$ cat src/rtl/branch_ctrl.sv
// Control-flow decode ahead of the PC: jump LUT, flag register and
// a small return-address stack driving jump_en/branch_en/destination.
module branch_ctrl #(
  parameter int LUT_DEPTH   = 32,
  parameter int STACK_DEPTH = 4
) (
  input  logic       CLK,
  input  logic       init,
  input  logic [8:0] instr,
  input  logic [9:0] PC,
  input  logic       halt,
  input  logic       flag_we,
  input  logic       alu_zero,
  input  logic       alu_neg,
  input  logic       lut_we,
  input  logic [4:0] lut_addr,
  input  logic [9:0] lut_data,
  output logic       jump_en,
  output logic       branch_en,
  output logic [9:0] destination,
  output logic [2:0] depth,
  output logic       stack_err
);

  localparam int LAW = $clog2(LUT_DEPTH);
  localparam int SPW = $clog2(STACK_DEPTH);

  logic [9:0] lut_q [LUT_DEPTH];
  logic [9:0] lut_d [LUT_DEPTH];
  logic [9:0] stk_q [STACK_DEPTH];
  logic [9:0] stk_d [STACK_DEPTH];
  logic [2:0] depth_q, depth_d;
  logic       err_q, err_d;
  logic       z_q, z_d;
  logic       n_q, n_d;

  logic [2:0]     op;
  logic           is_jmp, is_br, is_call, is_ret;
  logic           active, full, empty, cond;
  logic           push, pop, bad;
  logic [SPW-1:0] wr_idx, top_idx;
  logic [9:0]     tgt;

  assign op      = instr[8:6];
  assign is_jmp  = (op == 3'b110);
  assign is_br   = (op == 3'b111);
  assign is_call = (op == 3'b101) && !instr[5];
  assign is_ret  = (op == 3'b101) && instr[5];
  assign active  = !init && !halt;
  assign full    = (depth_q == 3'(STACK_DEPTH));
  assign empty   = (depth_q == 3'd0);
  // depth==STACK_DEPTH wraps wr_idx to 0, but push is blocked then
  assign wr_idx  = depth_q[SPW-1:0];
  assign top_idx = wr_idx - SPW'(1);
  assign tgt     = lut_q[instr[LAW-1:0]];

  always_comb begin
    cond = 1'b0;
    unique case (instr[5:4])
      2'b00: cond = z_q;
      2'b01: cond = !z_q;
      2'b10: cond = n_q;
      2'b11: cond = !n_q;
      default: cond = 1'b0;
    endcase
  end

  always_comb begin
    jump_en     = 1'b0;
    branch_en   = 1'b0;
    destination = 10'd0;
    push        = 1'b0;
    pop         = 1'b0;
    bad         = 1'b0;
    if (active) begin
      unique case (1'b1)
        is_jmp: begin
          jump_en     = 1'b1;
          destination = tgt;
        end
        is_br: branch_en = cond;
        is_call: begin
          if (!full) begin
            push        = 1'b1;
            jump_en     = 1'b1;
            destination = tgt;
          end else begin
            bad = 1'b1;
          end
        end
        is_ret: begin
          if (!empty) begin
            pop         = 1'b1;
            jump_en     = 1'b1;
            destination = stk_q[top_idx];
          end else begin
            bad = 1'b1;
          end
        end
        default: ;
      endcase
    end
  end

  always_comb begin
    lut_d   = lut_q;
    stk_d   = stk_q;
    depth_d = depth_q;
    err_d   = err_q | bad;
    z_d     = flag_we ? alu_zero : z_q;
    n_d     = flag_we ? alu_neg : n_q;
    if (lut_we) lut_d[lut_addr[LAW-1:0]] = lut_data;
    if (push) begin
      stk_d[wr_idx] = PC + 10'd1;
      depth_d       = depth_q + 3'd1;
    end else if (pop) begin
      depth_d = depth_q - 3'd1;
    end
  end

  always_ff @(posedge CLK) begin
    if (init) begin
      lut_q   <= '{default: '0};
      stk_q   <= '{default: '0};
      depth_q <= 3'd0;
      err_q   <= 1'b0;
      z_q     <= 1'b0;
      n_q     <= 1'b0;
    end else begin
      lut_q   <= lut_d;
      stk_q   <= stk_d;
      depth_q <= depth_d;
      err_q   <= err_d;
      z_q     <= z_d;
      n_q     <= n_d;
    end
  end

  assign depth     = depth_q;
  assign stack_err = err_q;

endmodule

$ cat config.mk
export PLATFORM = sky130hd
export DESIGN_NAME = branch_ctrl
export DESIGN_NICKNAME = d
export VERILOG_FILES = /design/src/rtl/branch_ctrl.sv
export SDC_FILE = /design/constraint.sdc
export NUM_CORES = 1
export LEC_CHECK = 0
export BUFFER_PORTS_ARGS = -buffer_cell sky130_fd_sc_hd__buf_2
export CORE_ASPECT_RATIO = 1.5
export CORE_UTILIZATION = 33
export CTS_BUF_LIST = sky130_fd_sc_hd__clkbuf_2 sky130_fd_sc_hd__clkbuf_4 sky130_fd_sc_hd__clkbuf_8
export DETAILED_ROUTE_END_ITERATION = 8
export HOLD_SLACK_MARGIN = 0.12
export MAX_ROUTING_LAYER = met4
export PLACE_DENSITY_LB_ADDON = 0.25
export SYNTH_ARGS = -nofsm -noshare
export SYNTH_HDL_FRONTEND = slang
export SYNTH_SLANG_ARGS = --single-unit
$ cat constraint.sdc
create_clock -name CLK -period 4.9 [get_ports CLK]
set_clock_uncertainty 0.15 [all_clocks]
set_input_delay 0.245 -clock CLK [delete_from_list [all_inputs] [get_ports CLK]]
set_output_delay 0.245 -clock CLK [all_outputs]
set_load 0.05 [all_outputs]
Word-level counts from Yosys, hierarchy flattened
Index checks and enable logic that the tools add are counted.

storage, ports and cells
  register bits = 366
  bits of input ports = 41
  output and inout bits = 16
  word-level logic and storage cells = 108

cells by class
  $add $sub $neg = 4
  order comparisons = 6
  equal/unequal tests = 7
  mux-type cells = 33
  bitwise operators = 5
  reductions and logical operators = 13

operator list
  kind                     count
  $bwmux W320              1
  $mux W10                 9
  $bmux W10 S5             1
  $demux W10 S5            1
  $bwmux W40               1
  $pmux W10 S3             1
  $bmux W10 S2             1
  $demux W10 S2            1
  $eq A3 B3 Y1 const B     4
  $ge A6 B6 Y1 const B     2
  $mux W1                  12
  $not A5 Y6               2
  $add A10 B1 Y10 const B  1
  $ge A3 B3 Y1 const B     2
  $lt A6 B1 Y1 const B     1
  $mux W3                  2
  $not A2 Y3               2
  $logic_and A1 B1 Y1      5
  $logic_not A1 Y1         5
  $eq A2 B2 Y1 const B     2
  $pmux W1 S4              1
  $add A3 B1 Y3 const B    1
  $logic_not A3 Y1         1
  $lt A3 B1 Y1 const B     1
  8 further kinds          8

Longest topological paths before layout
Gate-level depths: netlist (run 1).

  word-level depth = 8
  depth in mapped cells = 11
  depth with buffers taken out = 10

Least setup slack after synthesis (run 1)
OpenSTA, ideal clock, no wires.

  kind = register -> output
  start = register depth_q[0] (netlist: depth[0])
  end = output destination[1]
  data arrival time = 3483 ps
  data required time = 4505 ps
  slack = 1022 ps
  cell stages (with the launch flop) = 10
  path buffers = 2
  cell sequence = dfxtp_1 > buf_1 > inv_1 > ha_1 > a21oi_1 > a21o_1 > and4_1 > clkbuf_1 > o311ai_0 > o2bb2ai_1

between the ends
  word-level cells in the longest chain between the ends = 8
  elaborated cells on any way between the ends = 11
  those cells by class = add/sub: 1; eq/ne: 1; mux: 7; bitwise: 1; reduce/logical: 1

RTL lines
  element                                      line  RTL
  start, declared                              32    logic [2:0] depth_q, depth_d;
  start signal, assigned                       132   depth_q <= depth_d;
  $sub A2 B1 Y2                                54    assign top_idx = wr_idx - SPW'(1);
  $not A2 Y3 (implied by the code)             95    destination = stk_q[top_idx];
  $bmux W10 S2                                 95
  $mux W10 (implied by the code) (2 in a row)  95
  $mux W10                                     92    if (!empty) begin
  $pmux W10 S3 *                               76    unique case (1'b1)
  $mux W10 *                                   75    if (active) begin
  end, declared                                20    output logic [9:0] destination,

Mark *: on every way between the ends. The rest lies on a longest branch, timed or not. The select of a mux whose other input is x is not followed.

Final worst setup path (run 1)
Same ends and word-level chain as after synthesis.

==> flow_metrics.env, run 1 <==
export IMPL_synthTopCellsByArea="dfxtp_1 44%, mux2i_1 21%, nor2_1 7.3%"
export IMPL_antenna_found_initial=1
export IMPL_avgSynthCellArea_um2=9.90
export IMPL_timing_final_ws_setup_ns=0.620
export IMPL_clock_latency_ns=0.61
export IMPL_final_area_um2=18800
export IMPL_drt_iter0_drc=774
export IMPL_htreeDepth=2
export IMPL_port_buffers=56
export IMPL_root_buffer="clkbuf_8"
export IMPL_fin_crit_sh_pct=87.3
export IMPL_drive_above_1_share_pct=14.9
export IMPL_initial_core_util_pct=33.7
export IMPL_holdCritStartpoint="instr[6]"
export IMPL_pre_cts_ws_ns=1.23
export IMPL_io_pins=57
export IMPL_cp_start_kind="flip-flop"
export IMPL_grt_util_met1_pct=22.8
export IMPL_drc=0
export IMPL_synth_top_area_share_pct=44.5
export IMPL_layout_cells_non_filler=2397
export IMPL_grt_use_met2_pct=33.0
export IMPL_firstDrtPassIters=5
export IMPL_worst_pin_slew_ns=1.17
export IMPL_avgViaCountPerCell=5.17
export IMPL_layout_min_cycle_time_ns=4.28
export IMPL_synth_area_um2=16500
export IMPL_p_leak_nw=7.20
export IMPL_hold_slack_ns=0.192
export IMPL_synth_main_ff_cell="dfxtp_1"
export IMPL_yosys_warnings=0
export IMPL_synth_edf_count=0
export IMPL_final_setup_tns_ns=0
export IMPL_grt_total_usage_pct=19.6
export IMPL_setup_violations=0
export IMPL_cp_required_ns=4.51
export IMPL_drv_slew=0
export IMPL_grt_max_degree=179
export IMPL_synth_cells=1664
export IMPL_ant_nets=0
export IMPL_top_usage_layer="met2"
export IMPL_hpwl_mm=30.5
export IMPL_status="complete, no violations"
export IMPL_power_density_nw_per_um2=329
export IMPL_grtUsageMet3_pct=2.57
export IMPL_async_flop_share_pct=0
export IMPL_grt_pass1_vias=12281
export IMPL_drt_wl_total_mm=47.8
export IMPL_floorplan_die_area_um2=50900
export IMPL_power_mw=6.19
export IMPL_syn_to_final_growth_pct=14.2
export IMPL_fp_coreArea_um2=48900
export IMPL_slew_headroom_pct=21.7
export IMPL_hold_violations=0
export IMPL_crit_type="reg -> out"
export IMPL_synth_top_cells_by_count="366 x dfxtp_1, 348 x mux2i_1, 319 x nor2_1"
export IMPL_synth_most_common_cell="dfxtp_1"
export IMPL_fillers=4883
export IMPL_dr_total_vias=12390
export IMPL_clock_fmax_ghz=0.234
export IMPL_cts_num_sinks=366
export IMPL_place_inst=2252
export IMPL_wl_per_cell_um=19.9
export IMPL_gp_congestion=0.795
export IMPL_post_cts_buffers=0
export IMPL_crit_path_end_kind="output pin"
export IMPL_die_w_um=184
export IMPL_syn_num_nets=1711
export IMPL_crit_arrival_ns=3.88
export IMPL_maxCapViolations=0
export IMPL_path_clk_slew_ns=0.06
export IMPL_rsz0062_at_grt="false"
export IMPL_worstSetupStartpoint="depth[0]"
export IMPL_grt_pass1_wl_mm=73.8
export IMPL_rows=99
export IMPL_crit_path_max_fanout=16
export IMPL_yosys_area_top_type="dfxtp_1"
export IMPL_dieHeight_um=276
export IMPL_tritoncts="built"
export IMPL_ys_ff_latch=366
export IMPL_final_nets=1746
export IMPL_fin_util_pct=38.4
export IMPL_grt_ovfl_total=0
export IMPL_place_area_um2=17100
export IMPL_synth_cell_types=47
export IMPL_cts_max_path_buffers=3
export IMPL_numCtsBuffers=56
export IMPL_ir_drop_mv=0.211
export IMPL_min_path_type="in -> reg"
export IMPL_synth_seq_area_share_pct=44.5
export IMPL_rr_startpoint="depth[0]"
-- sequential cells by signal, indices dropped and copies added (netlist names) --
signal,cells
stack_err,1
lut_q,320
n_q,1
stk_q,40
z_q,1
depth,3
-- critical path, cell delays in order, from the launching register on --
cell	delay [ns]
dfxtp_1	0.95
inv_1	0.19
ha_1	0.31
a21oi_1	0.28
a21o_1	0.18
and4_1	0.45
o311ai_0	0.22
o2bb2ai_1	0.34
buf_2	0.33
-- worst paths after layout --
kind / slack (ns) / endpoint / cells after the start
setup / recovery: 0.62 / destination[1] / 8
hold / removal: 0.19 / depth[0] / 6
setup reg to reg: 1.04 / depth[2] / 11
hold reg to reg: 0.30 / lut_q[219] / 2
-- placed cells by master, fill, tap and decap left out, drive strengths merged, types with 2 or more instances in the layout --
cell         instances
a311oi               2
dfxtp              366
nand3b               5
a21oi               81
or2                  2
xor2                 7
buf                 76
ha                   5
clkbuf              93
a22oi               29
nand3               73
nand2               94
dlygate4sd3         45
nor3                 2
a221oi              10
nand2b               2
clkinv               5
mux2i              348
and2                 6
nor2               335
o2bb2ai              3
xnor2                6
nor2b                6
a32o                 7
and3b                2
inv                  4
clkinvlp             2
and3                 2
nand4                2
mux4                53
a211oi              36
mux2                 7
o21ai                7
o311ai               3
nor3b                4
o22ai                2
-- layout make-up --
cell class              instances  area (µm²)  share of cell area [%]
multi-input cells            1149        8530                    45.3
flip-flops and latches        366        7330                    39.0
clock inverters                 6        35.0                   0.186
diodes                          1        2.50                  0.0133
clock buffers                  93        1180                    6.27
well taps                     656         821                    4.36
repair buffers                121         900                    4.78
inverters                       5        18.8                  0.0998
-- where the power goes --
part	internal, mW	total (mW)	switching [mW]
Clock	1.51	2.72	1.21
Sequential	3.00	3.01	0.0126
Combinational	0.146	0.458	0.312
-- per-layer routing --
metal,wire length (µm),part of all wire (%)
met5,0,0
met3,1930,4.0
met2,23700,50
met4,2330,4.9
met1,19900,42
-- cell families after synthesis --
kind of cell    share of synthesized area [%]
compound gates                           7.27
xor+xnor                                0.691
fa+ha+maj                               0.501
buf+inv                                  3.96
flops                                    44.5
mux                                      28.9
simple gates                             14.2
-- what timing repair did --
item	in CTS	in global routing
hold endpoints to repair	184	0
gates resized for setup	0	0
hold buffers	45	0
(Power assumes the default switching activity.)
==> inputs of run 2 (changes only) <==
- clock period: 4.9 -> 4.6 ns (I/O delays scaled with it)
==> run 2 against run 1 <==
Total power up 5.9%. Register-to-register slack worse by 0.22 ns. Sequential share of layout area is 0.13 points higher. Routed wire length rose by 1.7%. Critical path depth increased by 4. Final cell count shrank 0.42%. Non-clock buffer count fell by 8. Highest routed layer unchanged.
==> flow_metrics.env, run 2 (synthesis results as in run 1) <==
export IMPL_cp_required_ns=4.95
export IMPL_crit_arrival_ns=4.13
export IMPL_final_cell_mix="366 x dfxtp_1, 348 x mux2i_1, 318 x nor2_1"
export IMPL_rr_worst_depth=12
export IMPL_maxCapViolations=0
export IMPL_dieHeight_um=276
export IMPL_clock_fmax_ghz=0.265
export IMPL_slew_headroom_pct=24.7
export IMPL_initial_core_util_pct=33.7
export IMPL_final_common_cell="dfxtp_1"
export IMPL_layout_min_cycle_time_ns=3.78
export IMPL_status="complete, no violations"
export IMPL_p_leak_nw=7.18
export IMPL_root_buffer="clkbuf_8"
export IMPL_ir_drop_mv=0.198
export IMPL_htreeDepth=2
export IMPL_setup_violations=0
export IMPL_largest_register_ffs=320
export IMPL_clock_latency_ns=0.61
export IMPL_rows=99
export IMPL_gp_congestion=0.814
export IMPL_io_pins=57
export IMPL_tritoncts="built"
export IMPL_fin_crit_sh_pct=82.1
export IMPL_fp_coreArea_um2=48900
export IMPL_hpwl_mm=31.2
export IMPL_cts_num_sinks=366
export IMPL_syn_to_final_growth_pct=13.8
export IMPL_firstDrtPassIters=5
export IMPL_top_register="lut_q"
export IMPL_ant_nets=0
export IMPL_drt_wl_total_mm=48.6
export IMPL_grt_max_degree=196
export IMPL_rr_endpoint="depth[2]"
export IMPL_path_clk_slew_ns=0.07
export IMPL_drc=0
export IMPL_dr_total_vias=12337
export IMPL_hold_violations=0
export IMPL_grt_pass1_wl_mm=74.3
export IMPL_post_cts_buffers=0
export IMPL_final_setup_tns_ns=0
export IMPL_numCtsBuffers=56
export IMPL_grt_pass1_vias=11941
export IMPL_final_nets=1738
export IMPL_cp_endpoint="depth[2]"
export IMPL_wl_per_cell_um=20.3
export IMPL_grt_total_usage_pct=19.8
export IMPL_antenna_found_initial=1
export IMPL_die_w_um=184
export IMPL_min_path_type="in -> reg"
export IMPL_crit_path_end_kind="flip-flop"
export IMPL_rr_startpoint="depth[1]"
export IMPL_rsz0062_at_grt="false"
export IMPL_fillers=4870
export IMPL_port_buffers=56
export IMPL_cp_start_kind="flip-flop"
export IMPL_avgViaCountPerCell=5.17
export IMPL_drive_above_1_share_pct=14.7
export IMPL_power_density_nw_per_um2=350
export IMPL_drv_slew=0
export IMPL_hold_slack_ns=0.117
export IMPL_worst_pin_slew_ns=1.13
export IMPL_fin_util_pct=38.3
export IMPL_crit_path_max_fanout=6
export IMPL_cts_max_path_buffers=3
export IMPL_reg2reg_slack_ns=0.82
export IMPL_grt_ovfl_total=0
export IMPL_drt_iter0_drc=891
export IMPL_floorplan_die_area_um2=50900
export IMPL_crit_type="reg -> reg"
export IMPL_worstSetupStartpoint="depth[1]"
-- run 2: cell count changes in the layout (fill, tap and decap cells not counted), moves of 2 or more --
cell / delta
clkbuf_4: +3
clkbuf_8: -5
buf_12: +3
buf_4: -5
clkinvlp_4: -2
dlygate4sd3_1: -6
-- run 2: what timing repair did --
item                                    4_1_cts  5_1_grt
hold buffers                                 39        0
gates resized for setup                       0        0
endpoints found under the setup margin        0        0
hold endpoints to repair                    213        0
-- run 2: power breakdown --
part           total, mW  switching [mW]  leakage (nW)  internal, mW
Clock               2.87            1.27         0.639          1.60
Combinational      0.478           0.324          3.59         0.154
Sequential          3.21          0.0122          2.95          3.19
Total               6.55            1.61          7.18          4.95
-- run 2: how the worst min path moves through the flow --
stage	startpoint	to	slack, ns	depth (start not counted)
after CTS	lut_data[3]	lut_q[293]	0.13	3
after detailed placement	lut_q[251]	lut_q[251]	0.30	2
after floorplan	PC[0]	stk_q[0]	0.18	1
final	lut_data[2]	lut_q[252]	0.12	3
after global routing	lut_data[2]	lut_q[252]	0.14	3
after global placement	lut_q[218]	lut_q[218]	0.29	2
-- run 2: critical path, stage by stage (launching register included) --
cell	delay, ns
dfxtp_1	0.43
inv_1	0.09
ha_1	0.23
a21oi_1	0.31
and3_1	0.29
inv_1	0.07
fa_1	0.39
nand4b_1	0.19
a21oi_1	0.16
dlygate4sd3_1	0.58
xnor2_1	0.13
nor2_1	0.05
dlygate4sd3_1	0.59
-- run 2: layer usage --
metal	part of all wire, %	track usage, %	routed length, µm
met1	43	24.1	20700
met2	51	33.3	24600
met3	3.6	2.11	1760
met4	3.1	7.79	1520
met5	0	-	0
-- run 2: final cells by class --
class	count	area, µm²	share of cell area (%)
antenna	1	2.50	0.0133
clock buffer	91	1130	6.05
clock inverter	6	55.1	0.294
inverter	5	18.8	0.100
multi-input combinational	1149	8530	45.5
sequential	366	7330	39.1
tap	656	821	4.38
timing repair buffer	113	862	4.60
-- run 2: through the flow --
| step | setup WS (ns) | total power [mW] | instance area, µm² | cells |
|---|---|---|---|---|
| 2_1_floorplan | 0.737 | 3.58 | 16500 | 1664 |
| 3_3_place_gp | 1.32 | 3.72 | 17200 | 2250 |
| 3_5_place_dp | 1.32 | 3.73 | 17200 | 2250 |
| 4_1_cts | 0.835 | 6.62 | 18700 | 2386 |
| 5_1_grt | 0.633 | 6.78 | 18700 | 2387 |
| 6_report | 0.823 | 6.55 | 18700 | 2387 |
==> inputs of run 3 (changes only) <==
- clock period: 4.6 -> 3.3 ns (I/O delays scaled with it)
==> run 3 against run 2 <==
First-iteration DRC count is 3.5% lower. Clock power up 45%. Design area rose by 2.2%. Clock-buffer cell count grew 9. Global-route usage up 0.66 points. Critical endpoint is now destination[7]. Largest cell class unchanged. Highest routed layer unchanged.
==> flow_metrics.env, run 3 (synthesis results as in run 1) <==
export IMPL_status="complete, no violations"
export IMPL_layout_min_cycle_time_ns=3.15
export IMPL_numCtsBuffers=60
export IMPL_maxCapViolations=0
export IMPL_die_w_um=184
export IMPL_grt_ovfl_total=0
export IMPL_final_area_um2=19200
export IMPL_dr_total_vias=12668
export IMPL_io_pins=57
export IMPL_hpwl_mm=32.6
export IMPL_crit_arrival_ns=2.84
export IMPL_firstDrtPassIters=5
export IMPL_crit_path_max_fanout=9
export IMPL_cts_num_sinks=366
export IMPL_power_density_nw_per_um2=487
export IMPL_path_clk_slew_ns=0.06
export IMPL_syn_to_final_growth_pct=16.2
export IMPL_top_register="lut_q"
export IMPL_crit_path_end_kind="output pin"
export IMPL_min_path_cells=6
export IMPL_fillers=4849
export IMPL_port_buffers=56
export IMPL_root_buffer="clkbuf_8"
export IMPL_drt_wl_total_mm=50.0
export IMPL_cp_start_kind="flip-flop"
export IMPL_fin_crit_sh_pct=95.6
export IMPL_avgViaCountPerCell=5.20
export IMPL_crit_type="reg -> out"
export IMPL_reg2reg_slack_ns=0.28
export IMPL_rows=99
export IMPL_cts_max_path_buffers=3
export IMPL_floorplan_die_area_um2=50900
export IMPL_place_area_um2=17400
export IMPL_setup_violations=0
export IMPL_clock_latency_ns=0.63
export IMPL_initial_core_util_pct=33.7
export IMPL_post_cts_buffers=0
export IMPL_htreeDepth=2
export IMPL_cp_required_ns=2.98
export IMPL_gp_congestion=0.881
export IMPL_drc=0
export IMPL_antenna_found_initial=1
export IMPL_drive_above_1_share_pct=16.8
export IMPL_rr_worst_depth=11
export IMPL_min_to="lut_q[257]"
export IMPL_grt_pass1_vias=12812
export IMPL_fp_coreArea_um2=48900
export IMPL_hold_violations=0
export IMPL_drv_slew=0
export IMPL_rsz0062_at_grt="false"
export IMPL_slew_headroom_pct=16.8
export IMPL_tritoncts="built"
export IMPL_grt_pass1_wl_mm=77.0
export IMPL_final_cell_mix="364 x dfxtp_1, 348 x mux2i_1, 318 x nor2_1"
export IMPL_worst_pin_slew_ns=1.25
export IMPL_wl_per_cell_um=20.5
export IMPL_rr_endpoint="depth[2]"
export IMPL_grt_max_degree=225
export IMPL_dieHeight_um=276
export IMPL_largest_register_ffs=320
export IMPL_clock_fmax_ghz=0.317
export IMPL_final_common_cell="dfxtp_1"
export IMPL_final_nets=1779
export IMPL_p_leak_nw=7.41
export IMPL_min_path_type="in -> reg"
export IMPL_final_setup_tns_ns=0
export IMPL_rr_startpoint="depth[1]"
export IMPL_ant_nets=0
export IMPL_holdCritStartpoint="lut_we"
export IMPL_grt_total_usage_pct=20.4
export IMPL_hold_slack_ns=0.182
export IMPL_drt_iter0_drc=860
export IMPL_ir_drop_mv=0.283
-- run 3: cell count changes in the layout (fill, tap and decap cells not counted), sizes merged --
cell / before / now
buf: 74 / 100
bufinv: 1 / 0
clkbuf: 91 / 101
clkinvlp: 0 / 2
dlygate4sd3: 39 / 49
inv: 4 / 5
-- run 3: routing by layer --
metal  global-route usage [%]  vias to the layer above  wire [µm]  share of wire, %
li1                         -                     5991          -                 -
met1                     23.3                     6216      20600                41
met2                     35.1                      350      25000                50
met3                     2.74                      111       2100               4.2
met4                     9.80                        0       2310               4.6
met5                        -                        -          0                 0
-- run 3: repair_timing --
action / CTS / global route
hold endpoints to repair: 332 / 0
pin swaps: 0 / 0
resized for setup: 3 / 4
hold buffers: 49 / 0
setup endpoints to repair: 3 / 4
-- run 3: final cells by class --
class / instances / area (µm²) / share of cell area (%)
multi-input cells: 1149 / 8550 / 44.6
flip-flops and latches: 366 / 7330 / 38.3
clock buffers: 100 / 1210 / 6.34
repair buffers: 150 / 1170 / 6.12
well taps: 656 / 821 / 4.28
clock inverters: 8 / 48.8 / 0.255
inverters: 5 / 18.8 / 0.0980
diodes: 1 / 2.50 / 0.0131
-- run 3: worst max-delay path, cell delays in order (launching register included) --
cell       delay (ns)
dfxtp_2          0.38
inv_1            0.07
ha_1             0.24
a21oi_2          0.24
a21o_1           0.17
and4_1           0.30
buf_4            0.22
o311ai_1         0.19
o2bb2ai_2        0.19
buf_4            0.22
-- run 3: through the flow --
step           utilization [%]  total power, mW  setup WS, ns  std cells
2_1_floorplan                -             4.99         0.227       1664
3_3_place_gp              35.5             5.22         0.422       2277
3_5_place_dp              35.5             5.23         0.441       2277
4_1_cts                   39.1             9.43        0.0211       2434
5_1_grt                   39.2             9.68        0.0136       2435
6_report                  39.2             9.32         0.145       2435
-- run 3: report_power, final --
group          internal (mW)  switching, mW
Sequential              4.45         0.0182
Combinational          0.237          0.471
Clock                   2.30           1.84
Total                   6.99           2.33
-- run 3: how the worst max path moves through the flow --
stage	from	to	slack [ns]	cells past startpoint
2_1_floorplan	depth[0]	destination[1]	0.23	9
3_3_place_gp	instr[1]	destination[0]	0.42	8
3_5_place_dp	instr[1]	destination[0]	0.44	8
4_1_cts	depth[1]	destination[8]	0.02	9
5_1_grt	depth[1]	destination[7]	0.01	9
6_report	depth[1]	destination[7]	0.15	9
